[src/rtl/mdu_hilo.sv]
// Iterative multiply/divide unit with HI/LO registers: radix-2 shift-add multiply,
// restoring divide, one bit per cycle, with sign handling around an unsigned core.
module mdu_hilo #(
    parameter int WIDTH = 32
) (
    input  logic             clk,
    input  logic             reset,
    input  logic             start,
    input  logic [1:0]       op,
    input  logic [WIDTH-1:0] srcA,
    input  logic [WIDTH-1:0] srcB,
    input  logic             mthi,
    input  logic             mtlo,
    output logic             busy,
    output logic             done,
    output logic [WIDTH-1:0] hi,
    output logic [WIDTH-1:0] lo
);

    localparam int CW = $clog2(WIDTH);

    typedef enum logic [2:0] {IDLE, PREP, RUN, FIX, DONE} stateT;

    stateT              state, stateNext;
    logic [1:0]         opReg;
    logic [WIDTH-1:0]   srcAReg, srcBReg;
    logic [WIDTH-1:0]   aReg, bReg;
    logic [2*WIDTH-1:0] acc;
    logic [CW-1:0]      cnt;
    logic               resNeg, remNeg;

    logic               isSigned, isDiv, aNeg, bNeg;
    logic [WIDTH:0]     mulSum, divTrial;
    logic [2*WIDTH-1:0] prodFix;
    logic [WIDTH-1:0]   quoFix, remFix;

    assign isSigned = ~opReg[0];
    assign isDiv    = opReg[1];
    assign aNeg     = isSigned & srcAReg[WIDTH-1];
    assign bNeg     = isSigned & srcBReg[WIDTH-1];

    // Multiply builds the product in the upper half and shifts it down; divide
    // keeps the partial remainder in the lower half and shifts quotient bits into aReg.
    assign mulSum   = {1'b0, acc[2*WIDTH-1:WIDTH]} + (bReg[0] ? {1'b0, aReg} : '0);
    assign divTrial = {acc[WIDTH-1:0], aReg[WIDTH-1]} - {1'b0, bReg};

    assign prodFix  = resNeg ? -acc : acc;
    assign quoFix   = resNeg ? -aReg : aReg;
    assign remFix   = remNeg ? -acc[WIDTH-1:0] : acc[WIDTH-1:0];

    assign busy = (state == PREP) || (state == RUN) || (state == FIX);
    assign done = (state == DONE);

    always_ff @(posedge clk or negedge reset) begin
        if (!reset) state <= IDLE;
        else        state <= stateNext;
    end

    always_comb begin
        stateNext = state;
        case (state)
            IDLE:    if (start) stateNext = PREP;
            PREP:    stateNext = RUN;
            RUN:     if (cnt == CW'(WIDTH - 1)) stateNext = FIX;
            FIX:     stateNext = DONE;
            DONE:    stateNext = IDLE;
            default: stateNext = IDLE;
        endcase
    end

    always_ff @(posedge clk or negedge reset) begin
        if (!reset) begin
            opReg   <= '0;
            srcAReg <= '0;
            srcBReg <= '0;
            aReg    <= '0;
            bReg    <= '0;
            acc     <= '0;
            cnt     <= '0;
            resNeg  <= 1'b0;
            remNeg  <= 1'b0;
            hi      <= '0;
            lo      <= '0;
        end else begin
            case (state)
                IDLE: begin
                    if (start) begin
                        opReg   <= op;
                        srcAReg <= srcA;
                        srcBReg <= srcB;
                    end else begin
                        if (mthi) hi <= srcA;
                        if (mtlo) lo <= srcA;
                    end
                end
                PREP: begin
                    aReg   <= aNeg ? -srcAReg : srcAReg;
                    bReg   <= bNeg ? -srcBReg : srcBReg;
                    resNeg <= aNeg ^ bNeg;
                    remNeg <= aNeg;
                    acc    <= '0;
                    cnt    <= '0;
                end
                RUN: begin
                    cnt <= cnt + 1'b1;
                    if (isDiv) begin
                        if (!divTrial[WIDTH]) acc[WIDTH-1:0] <= divTrial[WIDTH-1:0];
                        else                  acc[WIDTH-1:0] <= {acc[WIDTH-2:0], aReg[WIDTH-1]};
                        aReg <= {aReg[WIDTH-2:0], ~divTrial[WIDTH]};
                    end else begin
                        acc  <= {mulSum, acc[WIDTH-1:1]};
                        bReg <= bReg >> 1;
                    end
                end
                FIX: begin
                    if (isDiv) begin
                        // Zero divisor bypasses the sign fix-up: all-ones quotient, dividend as remainder.
                        if (srcBReg == '0) begin
                            lo <= '1;
                            hi <= srcAReg;
                        end else begin
                            lo <= quoFix;
                            hi <= remFix;
                        end
                    end else begin
                        {hi, lo} <= prodFix;
                    end
                end
                default: ;
            endcase
        end
    end

endmodule
[config.mk]
export PLATFORM = sky130hd
export DESIGN_NAME = mdu_hilo
export DESIGN_NICKNAME = d
export VERILOG_FILES = /design/src/rtl/mdu_hilo.sv
export SDC_FILE = /design/constraint.sdc
export NUM_CORES = 1
export LEC_CHECK = 0
export CAP_MARGIN = 10
export CORE_MARGIN = 10
export CORE_UTILIZATION = 48
export DETAILED_ROUTE_END_ITERATION = 8
export GPL_ROUTABILITY_DRIVEN = 0
export PLACE_DENSITY = 0.7
export SYNTH_ARGS = -nofsm -noshare
export SYNTH_HDL_FRONTEND = slang
export SYNTH_SLANG_ARGS = --single-unit
[constraint.sdc]
create_clock -name clk -period 3 [get_ports clk]
set_input_delay 0.6 -clock clk [delete_from_list [all_inputs] [get_ports clk]]
set_output_delay 0.6 -clock clk [all_outputs]
set_load 0.03 [all_outputs]
### After elaboration in Yosys (flattened, before gate mapping)

Index checks and enable logic that the tools add are counted.

| word-level totals | value |
|---|---|
| flip-flop bits (word level) | 268 |
| input port bits | 71 |
| output and inout bits | 66 |
| word-level logic and storage cells | 78 |

| operators by class | value |
|---|---|
| add/subtract/negate cells | 8 |
| eq/ne operators | 12 |
| muxes and demuxes | 28 |
| bitwise logic cells | 5 |
| reduce and logical (&&, ||, !) cells | 12 |

Operators with widths:

| cell | count |
|---|---|
| two-way mux 32 bit | 18 |
| one-hot mux 32 bit (2 select lines) | 4 |
| negation 32 bit | 4 |
| one-hot mux 64 bit (2 select lines) | 1 |
| two-way mux 64 bit | 1 |
| negation 64 bit | 1 |
| adder 32 x 32 -> 33 bit | 1 |
| subtractor 33 x 32 -> 33 bit | 1 |
| logical NOT 32 bit | 1 |
| inequality test 2 bit (second input constant) | 6 |
| one-hot mux 3 bit (4 select lines) | 1 |
| one-hot mux 5 bit (2 select lines) | 1 |
| AND reduction 2 bit | 4 |
| equality test 3 x 2 -> 1 bit (second input constant) | 2 |
| two-way mux 3 bit | 2 |
| AND reduction 3 bit | 2 |
| adder 5 x 1 -> 5 bit (second input constant) | 1 |
| equality test 5 bit (second input constant) | 1 |
| nonzero test 2 bit | 2 |
| equality test 3 x 1 -> 1 bit (second input constant) | 1 |
| equality test 3 bit (second input constant) | 1 |
| logical NOT 3 bit | 1 |
| AND 1 bit | 2 |
| logical OR 1 bit | 2 |
| 3 further kinds | 4 |

### Logic depth before layout (Yosys ltp)

| depth | value |
|---|---|
| word-level depth | 5 |
| gate-level depth with buffers | 15 |
| depth with buffers taken out | 14 |

### Least setup slack after synthesis

OpenSTA, ideal clock, no wires.

| timing path | value |
|---|---|
| path type | reg-to-reg |
| start | register bReg[0] |
| end | register acc[7] |
| library setup time | 133 ps |
| arrival | 3089 ps |
| slack | -222 ps |
| stages on the path, launching flop included | 15 |
| path buffers | 2 |
| period minus slack after synthesis | 3222 ps |
| cells stage by stage | dfrtp_1 > ha_1 > fa_1 > nand2b_1 > a21oi_1 > o211ai_1 > a211oi_1 > nor3_1 > o21ai_0 > nand2_1 > xnor2_1 > buf_1 > buf_2 > mux2i_1 > o21ai_0 |

| between the ends | value |
|---|---|
| longest elaborated chain between the ends | 4 |

Ends and longest elaborated chain:

| element | line | text |
|---|---|---|
| from (decl) | 27 | `logic [WIDTH-1:0] aReg, bReg;` |
| from (signal assigned) | 98 | `bReg <= bNeg ? -srcBReg : srcBReg;` |
| from (signal assigned) | 112 | `bReg <= bReg >> 1;` |
| subtractor 33 x 32 -> 33 bit | 45 | `assign divTrial = {acc[WIDTH-1:0], aReg[WIDTH-1]} - {1'b0, bReg};` |
| two-way mux 32 bit | 107 | `if (!divTrial[WIDTH]) acc[WIDTH-1:0] <= divTrial[WIDTH-1:0];` |
| two-way mux 32 bit | 106 | `if (isDiv) begin` |
| one-hot mux 64 bit (2 select lines) | 85 | `case (state)` |
| to (signal, indexed assignment) | 107 |  |
| to (signal, indexed assignment) | 108 | `else acc[WIDTH-1:0] <= {acc[WIDTH-2:0], aReg[WIDTH-1]};` |
| to (signal assigned) | 111 | `acc <= {mulSum, acc[WIDTH-1:1]};` |
| to (decl) | 28 | `logic [2*WIDTH-1:0] acc;` |

No other way between the ends.
A chain may end at the register's enable or synchronous reset.

### Worst setup path after layout

| timing path | value |
|---|---|
| start | register srcAReg[6] |
| end | register aReg[28] |

| between the ends | value |
|---|---|
| longest elaborated chain between the ends | 3 |

Ends and longest elaborated chain:

| element | line | text |
|---|---|---|
| from (decl) | 26 | `logic [WIDTH-1:0] srcAReg, srcBReg;` |
| from (signal assigned) | 89 | `srcAReg <= srcA;` |
| negation 32 bit | 97 | `aReg <= aNeg ? -srcAReg : srcAReg;` |
| two-way mux 32 bit | 97 |  |
| one-hot mux 32 bit (2 select lines) | 85 |  |
| to (signal assigned) | 97 |  |
| to (signal assigned) | 109 | `aReg <= {aReg[WIDTH-2:0], ~divTrial[WIDTH]};` |
| to (decl) | 27 |  |

No other way between the ends.

==> metrics <==
status complete, but fails checks; failing checks negative hold slack, negative setup slack; Tot GR Track Use 0.275; vias 20363; die area 0.0493 sq mm; register area share after synthesis 0.342; Rows 73; CP delay by family, top simple AND/OR/NAND/NOR gates; final cell count without fillers 3253; Fmax 309 MHz; CTS Buf Count 31; Worst-Skew Late Latency 0.60 ns; fin area 0.0263 sq mm; Nets 2849; most crowded layer after global routing met2; number of global-route vias before repair 19454; crit path DAT 3.66 ns; clk_skew 0.0312 ns; FFs w/ async S/R, synth 1.00; Reg-to-Reg Start srcAReg[6]$_DFFE_PN0P_; Least-Margin Pin Slew 0.832 ns; reg-to-reg critical path endpoint aReg[28]$_DFFE_PN0P_; Longest Clk Path Bufs 3; worst vdd ir 0.796 mV; Routed Antenna Nets 0; Worst path max stage delay 0.55 ns; number of synthesized register bits 268; largest net degree at the start of global routing 103; synthesized area 0.0196 sq mm; DR WL/cell 22.7 microns; Fillers 3115; Final Hold Viols 2; remaining global-route overflow 0; Static Leak 11.2 nW; Tcrit/Tclk final 1.08; number of port buffers 136; total of max-cap violations 0; Ports 137; hold_buf cts 0; worst-path maximum fanout 4; Final Util 0.657; CTS clk-pin slew, worst paths 0.07 ns; final WL 73800 microns; met3 layer usage reported by global route 0.0786; DRT iter0 DRCs 2543; initial antenna violation count 2; footprint of the multi-input gates 0.0133 sq mm; total power 37.4 mW; ratio of cells with drive above 1 in the final layout 0.257; htree depth 1; Cells after DPL 3156; Layout area overhead 34.3%; Starting Density 0.489; core area 0.0401 sq mm; r2r worst-path depth 13; RSZ-0062 raised after global routing yes; met2 usage 0.405; Slew HR 0.445; WHS -0.0110 ns; Initial DRT Pass Iterations 8; area post-placement 0.0236 sq mm; Pins Over Slew Limit 0; pwr/cell area 1420 mW/mm^2; die height 222 microns; Chip Width 222 microns; most common cell after layout, fill and taps aside buf_4; flop2flop setup slack -0.23 ns; Worst path slowest cell or4_4; final setup fails 71; root buffer cell clkbuf_16; startpoint types flip-flop; Synthesis Warnings 0; CTS tree yes; Post-synth EDFFs 0; average cell area after synthesis 8.32 sq um; CTS Sinks 268; Worst Hold Class primary input to asynchronous set/reset pin; Critical Path RT 3.43 ns; most frequent cells in the layout buf_4 (305), dfrtp_1 (263), nand2_1 (247); syn nets 2500; DRC Markers 0; register area 0.00671 sq mm; Synth Instances 2356; CP bufs+invs 3; Setup WS post-layout -0.232 ns; met1 Use GR 0.377; crit path cell chain or4_4, buf_4, buf_6, nand4bb_4, nor4_2, buf_4, nand3b_1, or4_4, o31ai_2, xor2_1, nor2_1, a21oi_1, o21ai_0; global-route wire length before repair 111000 microns; Tmin final 3.23 ns; crit end category flip-flop; Yosys cell types 77; WS Path Type flip-flop to flip-flop; vias per std cell 6.26; Final HPWL DP 52200 microns; ys flop type dfrtp_1
-- power by group --
part	internal [mW]	leakage, nW	switching, mW
Clock	2.31	0.504	1.63
Sequential	5.36	3.26	2.12
Combinational	11.3	7.49	14.6
-- timing repair --
action,CTS,global route
setup buffers,13,32
endpoints found under the setup margin,107,109
pin swaps,43,105
gates cloned,2,5
resized for setup,125,206
-- worst max path at each step --
stage | to | cells past startpoint | startpoint | slack (ns)
4_1_cts | aReg[29]$_DFFE_PN0P_ | 10 | srcAReg[6]$_DFFE_PN0P_ | -0.16
5_1_grt | aReg[28]$_DFFE_PN0P_ | 13 | srcAReg[6]$_DFFE_PN0P_ | -0.32
3_5_place_dp | lo[31]$_DFFE_PN0P_ | 12 | aReg[3]$_DFFE_PN0P_ | -0.39
6_report | aReg[28]$_DFFE_PN0P_ | 13 | srcAReg[6]$_DFFE_PN0P_ | -0.23
3_3_place_gp | lo[31]$_DFFE_PN0P_ | 12 | aReg[3]$_DFFE_PN0P_ | -0.32
2_1_floorplan | hi[2]$_DFFE_PN0P_ | 14 | acc[0]$_DFFE_PN0P_ | -0.12
-- worst register-to-register path, stage by stage, from the launching register on --
cell and delay [ns]:
dfrtp_1 0.38, or4_4 0.55, buf_4 0.15, buf_6 0.12, nand4bb_4 0.20, nor4_2 0.21
buf_4 0.17, nand3b_1 0.10, or4_4 0.48, o31ai_2 0.23, xor2_1 0.16, nor2_1 0.05
a21oi_1 0.15, o21ai_0 0.11
-- synthesized netlist by cell type (all sizes together) (18+ instances only) --
cell type	n	area, sq um
dfrtp	268	6710
nand2	264	991
o21ai	253	1270
nor2	164	616
a21oi	155	780
clkbuf	147	556
xnor2	129	1130
xor2	100	876
ha	71	888
inv	64	240
mux2	62	698
o211ai	56	420
a31oi	49	307
nand3	49	245
o31ai	44	349
and2	37	231
mux2i	33	330
or3	33	209
a21o	32	240
nor3	28	145
buf	27	118
a22oi	23	173
nand2b	22	138
nor4	21	159
o221ai	21	184
a211oi	20	150
o41ai	19	193
o21a	18	135
or4	18	146
-- metal layers --
| metal | up-vias | part of all wire |
|---|---|---|
| met1 | 9774 | 0.41 |
| met3 | 216 | 0.12 |
| li1 | 9136 | - |
| met5 | - | 0.00018 |
| met2 | 1235 | 0.42 |
| met4 | 2 | 0.043 |
-- cell type report --
cell class,instances,share of cell area
diodes,1,0.0000950
clock buffers,42,0.0337
clock inverters,13,0.00570
inverters,65,0.00926
multi-input cells,1849,0.503
flip-flops and latches,268,0.255
well taps,525,0.0249
repair buffers,490,0.168
-- registers in the layout, summed over array words and instances, names as in the netlist, 2 cells and up --
signal,count
acc,64
aReg,32
bReg,32
hi,32
lo,32
srcAReg,32
srcBReg,32
cnt,5
state,3
opReg,2
-- per-stage QoR --
| stage | setup WS, ns | setup TNS [ns] |
|---|---|---|
| 2_1_floorplan | -0.116 | -0.344 |
| 3_3_place_gp | -0.318 | -7.14 |
| 3_5_place_dp | -0.393 | -11.70 |
| 4_1_cts | -0.159 | -0.787 |
| 5_1_grt | -0.324 | -16.10 |
| 6_report | -0.232 | -6.27 |
-- cells by family after synthesis --
group / share of synthesized area
xor gates and xnor gates: 0.102
DFF: 0.342
AOI/OAI and AO/OA: 0.238
muxes: 0.0525
and+or+nand+nor: 0.172
buffers and inverters: 0.0468
adders and majority gates: 0.0473
(Power assumes the default switching activity.)
